`src/rtl/apb_master_ctrl.sv`:
```
// -----------------------------------------------------------------------------
// apb_master_ctrl
//   APB3 initiator for fabric logic. Takes one read/write command at a time on a
//   valid/ready port, runs a full APB3 SETUP/ACCESS transfer and returns read
//   data, slave-error and timeout status on a one-cycle response strobe.
//
// Ports
//   PCLK, PRESET          clock (rising edge), asynchronous active-high reset
//   cmd_valid/cmd_ready   command handshake, accepted when both are high
//   cmd_write/addr/wdata  command contents (wdata ignored for reads)
//   rsp_valid             one-cycle response strobe
//   rsp_rdata             read data (0 after a write or a timeout)
//   rsp_err               PSLVERR seen, or timeout
//   rsp_timeout           transfer aborted because PREADY stayed low
//   busy                  controller is not idle
//   PSEL/PENABLE/PWRITE/PADDR/PWDATA   APB requester outputs (registered)
//   PRDATA/PREADY/PSLVERR              APB completer inputs (used in ACCESS only)
// -----------------------------------------------------------------------------
module apb_master_ctrl #(
  parameter int ADDR_W  = 9,
  parameter int DATA_W  = 32,
  parameter int TIMEOUT = 255
) (
  input  logic              PCLK,
  input  logic              PRESET,
  input  logic              cmd_valid,
  output logic              cmd_ready,
  input  logic              cmd_write,
  input  logic [ADDR_W-1:0] cmd_addr,
  input  logic [DATA_W-1:0] cmd_wdata,
  output logic              rsp_valid,
  output logic [DATA_W-1:0] rsp_rdata,
  output logic              rsp_err,
  output logic              rsp_timeout,
  output logic              busy,
  output logic              PSEL,
  output logic              PENABLE,
  output logic              PWRITE,
  output logic [ADDR_W-1:0] PADDR,
  output logic [DATA_W-1:0] PWDATA,
  input  logic [DATA_W-1:0] PRDATA,
  input  logic              PREADY,
  input  logic              PSLVERR
);

  // A disabled timeout still needs a legal 1-bit counter.
  localparam int CNT_W = (TIMEOUT > 0) ? $clog2(TIMEOUT + 1) : 1;

  typedef enum logic [1:0] {
    S_IDLE   = 2'd0,
    S_SETUP  = 2'd1,
    S_ACCESS = 2'd2,
    S_RESP   = 2'd3
  } state_t;

  state_t             state_q;
  logic [CNT_W-1:0]   cnt_q;
  logic [CNT_W-1:0]   cnt_d;
  logic               tmo_hit;

  // Wait-cycle count after this ACCESS cycle; saturates instead of wrapping.
  always_comb begin
    cnt_d   = cnt_q;
    tmo_hit = 1'b0;
    if (cnt_q != {CNT_W{1'b1}}) begin
      cnt_d = cnt_q + {{(CNT_W-1){1'b0}}, 1'b1};
    end else begin
      cnt_d = cnt_q;
    end
    if ((TIMEOUT != 0) && (cnt_d == CNT_W'(TIMEOUT))) begin
      tmo_hit = 1'b1;
    end else begin
      tmo_hit = 1'b0;
    end
  end

  // Handshake/status decoded from state; ready is withheld while in reset.
  assign cmd_ready = (state_q == S_IDLE) && !PRESET;
  assign busy      = (state_q != S_IDLE);

  // Transfer FSM with all APB and response outputs registered.
  always_ff @(posedge PCLK or posedge PRESET) begin
    if (PRESET) begin
      state_q     <= S_IDLE;
      cnt_q       <= {CNT_W{1'b0}};
      PSEL        <= 1'b0;
      PENABLE     <= 1'b0;
      PWRITE      <= 1'b0;
      PADDR       <= {ADDR_W{1'b0}};
      PWDATA      <= {DATA_W{1'b0}};
      rsp_valid   <= 1'b0;
      rsp_rdata   <= {DATA_W{1'b0}};
      rsp_err     <= 1'b0;
      rsp_timeout <= 1'b0;
    end else begin
      case (state_q)
        S_IDLE: begin
          rsp_valid <= 1'b0;
          if (cmd_valid) begin
            PWRITE  <= cmd_write;
            PADDR   <= cmd_addr;
            PWDATA  <= cmd_wdata;
            cnt_q   <= {CNT_W{1'b0}};
            PSEL    <= 1'b1;
            PENABLE <= 1'b0;
            state_q <= S_SETUP;
          end else begin
            state_q <= S_IDLE;
          end
        end
        S_SETUP: begin
          PENABLE <= 1'b1;
          state_q <= S_ACCESS;
        end
        S_ACCESS: begin
          // PREADY wins over the timeout on the last allowed cycle.
          if (PREADY) begin
            rsp_rdata   <= PWRITE ? {DATA_W{1'b0}} : PRDATA;
            rsp_err     <= PSLVERR;
            rsp_timeout <= 1'b0;
            rsp_valid   <= 1'b1;
            PSEL        <= 1'b0;
            PENABLE     <= 1'b0;
            state_q     <= S_RESP;
          end else begin
            cnt_q <= cnt_d;
            if (tmo_hit) begin
              rsp_rdata   <= {DATA_W{1'b0}};
              rsp_err     <= 1'b1;
              rsp_timeout <= 1'b1;
              rsp_valid   <= 1'b1;
              PSEL        <= 1'b0;
              PENABLE     <= 1'b0;
              state_q     <= S_RESP;
            end else begin
              state_q <= S_ACCESS;
            end
          end
        end
        S_RESP: begin
          rsp_valid <= 1'b0;
          state_q   <= S_IDLE;
        end
        default: begin
          PSEL      <= 1'b0;
          PENABLE   <= 1'b0;
          rsp_valid <= 1'b0;
          state_q   <= S_IDLE;
        end
      endcase
    end
  end

endmodule

```
`config.mk`:
```
export PLATFORM = sky130hd
export DESIGN_NAME = apb_master_ctrl
export DESIGN_NICKNAME = d
export VERILOG_FILES = /design/src/rtl/apb_master_ctrl.sv
export SDC_FILE = /design/constraint.sdc
export NUM_CORES = 1
export LEC_CHECK = 0
export CORE_MARGIN = 2
export CORE_UTILIZATION = 45
export CTS_CLUSTER_SIZE = 30
export DETAILED_ROUTE_END_ITERATION = 7
export PLACE_DENSITY = 0.95
export SYNTH_ARGS = -nofsm -noshare
export SYNTH_HDL_FRONTEND = slang
export SYNTH_SLANG_ARGS = --single-unit
```
`constraint.sdc`:
```
create_clock -name PCLK -period 4.9 [get_ports PCLK]
set_input_delay 1.47 -clock PCLK [delete_from_list [all_inputs] [get_ports PCLK]]
set_output_delay 1.47 -clock PCLK [all_outputs]
set_load 0.05 [all_outputs]
```
* After elaboration in Yosys (flattened, before gate mapping) *
Index checks and enable logic that the tools add are counted.

word-level totals
  flip-flop bits (word level) = 89
  bits of input ports = 79
  output and inout port bits = 81
  logic and storage cells = 58

cells by class
  add/subtract/negate cells = 1
  eq/ne operators = 8
  reductions and logical operators = 15
  multiplexer cells = 23

operators with widths
  operator                                                                count
  32-bit 2-to-1 mux                                                       3
  8-bit 2-to-1 mux                                                        3
  8-bit case mux with 2 select lines                                      1
  1-bit 2-to-1 mux                                                        12
  3-bit AND reduction                                                     3
  8-bit by 1-bit adder with 8-bit output (second input constant)          1
  8-bit equality test (second input constant)                             1
  8-bit != test (second input constant)                                   1
  2-bit case mux with 4 select lines                                      1
  2-bit nonzero test                                                      4
  2-bit AND reduction                                                     3
  2-bit equality test (second input constant)                             2
  2-bit != test (second input constant)                                   2
  1-bit case mux with 2 select lines                                      2
  3-bit != test (second input constant)                                   1
  1-bit case mux with 3 select lines                                      1
  3-bit nonzero test                                                      1
  2-bit by 1-bit equality test with 1-bit output (second input constant)  1
  2-bit zero test                                                         1
  2-bit OR reduction                                                      1
  1-bit logical AND                                                       1
  1-bit zero test                                                         1

* Longest topological paths before layout *
  depth in word-level cells = 7
  depth in mapped cells = 7
  depth with buffers taken out = 7

* Least setup slack after synthesis *
Ideal clock, no wire load.

  path kind = input to output
  start = input port PRESET
  end = output port cmd_ready
  arrival = 2115 ps
  slack = 1315 ps
  cell stages on the path = 1
  required time = 3430 ps
  path buffers = 0
  path through = nor2_1

on the way
  word-level cells in the longest chain between the ends = 2

RTL lines
  element                    RTL line  text
  start: declaration         25        input logic PRESET,
  1-bit zero test (no line)  --
  1-bit logical AND          78        assign cmd_ready = (state_q == S_IDLE) && !PRESET;
  end: declaration           27        output logic cmd_ready,

No other way between the ends.

* Worst setup path after layout *
Ends and elaborated chain as after synthesis.

==> flow_summary.ini <==
[detailed_routing]
firstDrtPassIters = 6
wl_per_cell_um = 16.5
drc_errors = 0
vias = 2715
drt.antenna.violating_nets = 0
drtIter0Drc = 166
via_per_inst = 5.17
routed_wl_um = 8660

[layout]
nFillCells = 511
register_area_sq_mm = 0.00223
area_delta_synth_final_pct = 51.9
antennaDiodeCount = 0
drive_above_1_share_pct = 13.0
multi_input_area_sq_mm = 0.00126
stdcell_count = 525
nets = 502

[pwr]
seqPwrFrac_pct = 29.5
p_comb_share_pct = 58.8
ir_drop_mv = 0.454
p_per_area_mw_per_mm2 = 774
finalPower_w = 0.00422
internal_power_w = 0.00216
leakage_nw = 2.33
p_clk_share_pct = 11.7
switching_share_pct = 48.8
switching_power_w = 0.00206

[floorplanning]
die_area_sq_mm = 0.00870
die_w_um = 93.3
rows = 32
die_height_um = 93.3
core_sq_mm = 0.00773
ios = 160
start_util_pct = 46.4

[clock_network]
cts_tree = done
postCtsHoldBufs = 0
cts_resized = 0
cts_root_buf = clkbuf_8
ctsHtreeMaxLevel = 3
clockBufferDepth = 2
clk-insertion-delay-late_ns = 0.36
cts_buffers = 9
worst_setup_hold_path_clk_slew_ns = 0.09
post_cts_buffers = 0
cts_sinks = 89

[logic_synthesis]
synth_area_per_cell_sq_um = 13.9
synth_compound_area_share_pct = 13.7
yosysSeqAreaShare_pct = 62.1
synth.distinct_cells = 31
netlist_instances = 258
synth_xor_area_share_pct = 0
yosys.area_share.simple_pct = 5.13
synth_top_family_by_area = multiplexers
syn-num-nets = 342
yosysWarnings = 0
synthesis.area_sq_mm = 0.00359
synth_adder_area_share_pct = 1.74
synthMuxAreaShare_pct = 14.4
ys_ff_latch = 89

[outcome]
status = finished, final reports clean

[worst_hold_path]
min_path_type = flip-flop to flip-flop

[sta]
setup_violations = 0
drv_slew = 0
rsz0062_at_grt = no
period_needed_ns = 4.34
clock_skew_ns = 0.0121
slew-limit-headroom_pct = 16.5
worst_pin_slew_ns = 1.25
whs_ns = 0.492
fmax_mhz = 231
period_share_pct = 88.5
setup_tns_ns = 0
setup_ws_ns = 0.562
finalHoldViolations = 0

[setup_path]
r2r_cells = 6
path_buf_inv = 2
cp.arrival_ns = 2.87
cp.depth = 3
crit_path_start = PRESET
crit_path_max_incr_delay_ns = 0.82
cp_data_required_time_ns = 3.43
cp-start-kind = input port
crit_top_cell = clkdlybuf4s50_1
rr_endpoint = PSEL
crit_path_end_kind = output port
crit_end = cmd_ready
crit_fanout = 2
r2r_start = cnt_q[0]
crit_chain = clkdlybuf4s50_1 -> nor2_1 -> clkdlybuf4s50_1
cp_top_family = buffers and inverters
worstSetupPathType = input port to output port
regToRegSetupSlack_ns = 2.49
cp_slowest_cell = clkdlybuf4s50_1

[job]
drv_cap = 0

[global_route]
grt_pass1_vias = 2824
grt_max_degree = 45
grt_pass1_wl_um = 14200
antenna_found_initial = 0
grt_usage_pct = 20.8
overflow = 0

[place]
place_ws_ns = 0.543
dpl.cell_count = 509
gp_congestion = 0.792
io_buffer_count = 159
hpwl_um = 6380
how the worst min path moves through the flow:
stage / from / slack (ns) / end / cells after the start
6_report: PENABLE / 0.49 / PENABLE / 1
5_1_grt: PWDATA[28] / 0.51 / PWDATA[28] / 1
4_1_cts: PENABLE / 0.50 / PENABLE / 1
3_3_place_gp: PSEL / 0.47 / PSEL / 1
2_1_floorplan: cnt_q[7] / 0.51 / cnt_q[7] / 2
3_5_place_dp: PSEL / 0.48 / PSEL / 1
Yosys cell counts:
master / n / area share [%]
o21ai_4: 1 / 0.45
mux2_1: 16 / 5.0
ha_1: 5 / 1.7
clkbuf_1: 8 / 0.84
nand2_1: 11 / 1.2
o22a_1: 1 / 0.24
mux2_2: 29 / 9.1
nand4_1: 1 / 0.17
o311ai_1: 1 / 0.24
nor2_1: 9 / 0.94
buf_2: 1 / 0.14
buf_6: 4 / 1.3
and2_1: 1 / 0.17
a21oi_1: 12 / 1.7
a22o_1: 33 / 8.1
dfrtp_1: 89 / 62
nand4b_1: 1 / 0.24
o31ai_1: 1 / 0.21
nand3_1: 4 / 0.56
o311a_4: 1 / 0.59
inv_1: 6 / 0.63
and3_4: 2 / 0.63
o21ai_1: 1 / 0.14
nand3b_1: 1 / 0.21
o21ai_0: 4 / 0.56
nand2b_1: 2 / 0.35
a41oi_1: 1 / 0.24
nor2b_1: 4 / 0.70
a31oi_1: 4 / 0.70
mux2i_1: 1 / 0.28
a211oi_1: 3 / 0.63
final cells by class:
| type | instances | share of cell area, % |
|---|---|---|
| clock buffer | 9 | 2.27 |
| clock inverter | 7 | 1.26 |
| inverter | 6 | 0.436 |
| sequential | 89 | 40.9 |
| timing repair buffer | 162 | 29.6 |
| multi-input combinational | 150 | 23.2 |
| tap | 102 | 2.34 |
logic make-up after synthesis:
family	count (synthesis)
AND/OR/NAND/NOR	36
flip-flops	89
adder cells (fa/ha/maj)	5
buffers and inverters	19
multiplexers	46
AO/OA/AOI/OAI	63
power groups by stage:
stage               logic [W]  clock network, W  registers (W)
floorplan            0.000557                 0        0.00234
global placement      0.00246                 0        0.00124
detailed placement    0.00250                 0        0.00125
CTS                   0.00250          0.000510        0.00125
global route          0.00259          0.000540        0.00129
finish                0.00248          0.000492        0.00125
sequential cells by signal, summed over array words and instances, names as in the netlist:
| register | count |
|---|---|
| cnt_q | 8 |
| PADDR | 9 |
| rsp_valid | 1 |
| rsp_timeout | 1 |
| PSEL | 1 |
| rsp_err | 1 |
| PWRITE | 1 |
| state_q | 2 |
| PWDATA | 32 |
| PENABLE | 1 |
| rsp_rdata | 32 |
layer usage:
metal  global-route usage [%]  up-vias  share of wire (%)
met2                     35.4      111                 50
met1                     25.6     1327                 40
met3                     6.61       10                8.2
met4                     6.00        0                1.3
met5                        0        -                  0
li1                         -     1267                  -
through the flow:
stage | cell area (sq um) | utilization, %
after global placement | 5250 | 68.0
after CTS | 5450 | 70.5
final | 5450 | 70.5
after detailed placement | 5250 | 68.0
after floorplan | 3590 | -
after global routing | 5450 | 70.5
cell usage in the layout (no fill, tap or decap), drive strengths merged:
cell type / netlist / final
o311ai: 1 / 1
nand4: 1 / 1
nand3b: 1 / 1
clkdlybuf4s50: 0 / 159
nand3: 4 / 4
nand2b: 2 / 2
clkbuf: 8 / 9
o22a: 1 / 1
ha: 5 / 5
buf: 5 / 3
mux2: 45 / 45
a22o: 33 / 33
nor2: 9 / 9
dfrtp: 89 / 89
a31oi: 4 / 4
o31ai: 1 / 1
and2: 1 / 1
o311a: 1 / 1
and3: 2 / 2
inv: 6 / 10
nand2: 11 / 11
a21oi: 12 / 12
a41oi: 1 / 1
mux2i: 1 / 1
clkinv: 0 / 3
o21ai: 6 / 6
a211oi: 3 / 3
nor2b: 4 / 4
nand4b: 1 / 1
(Power assumes the default switching activity.)
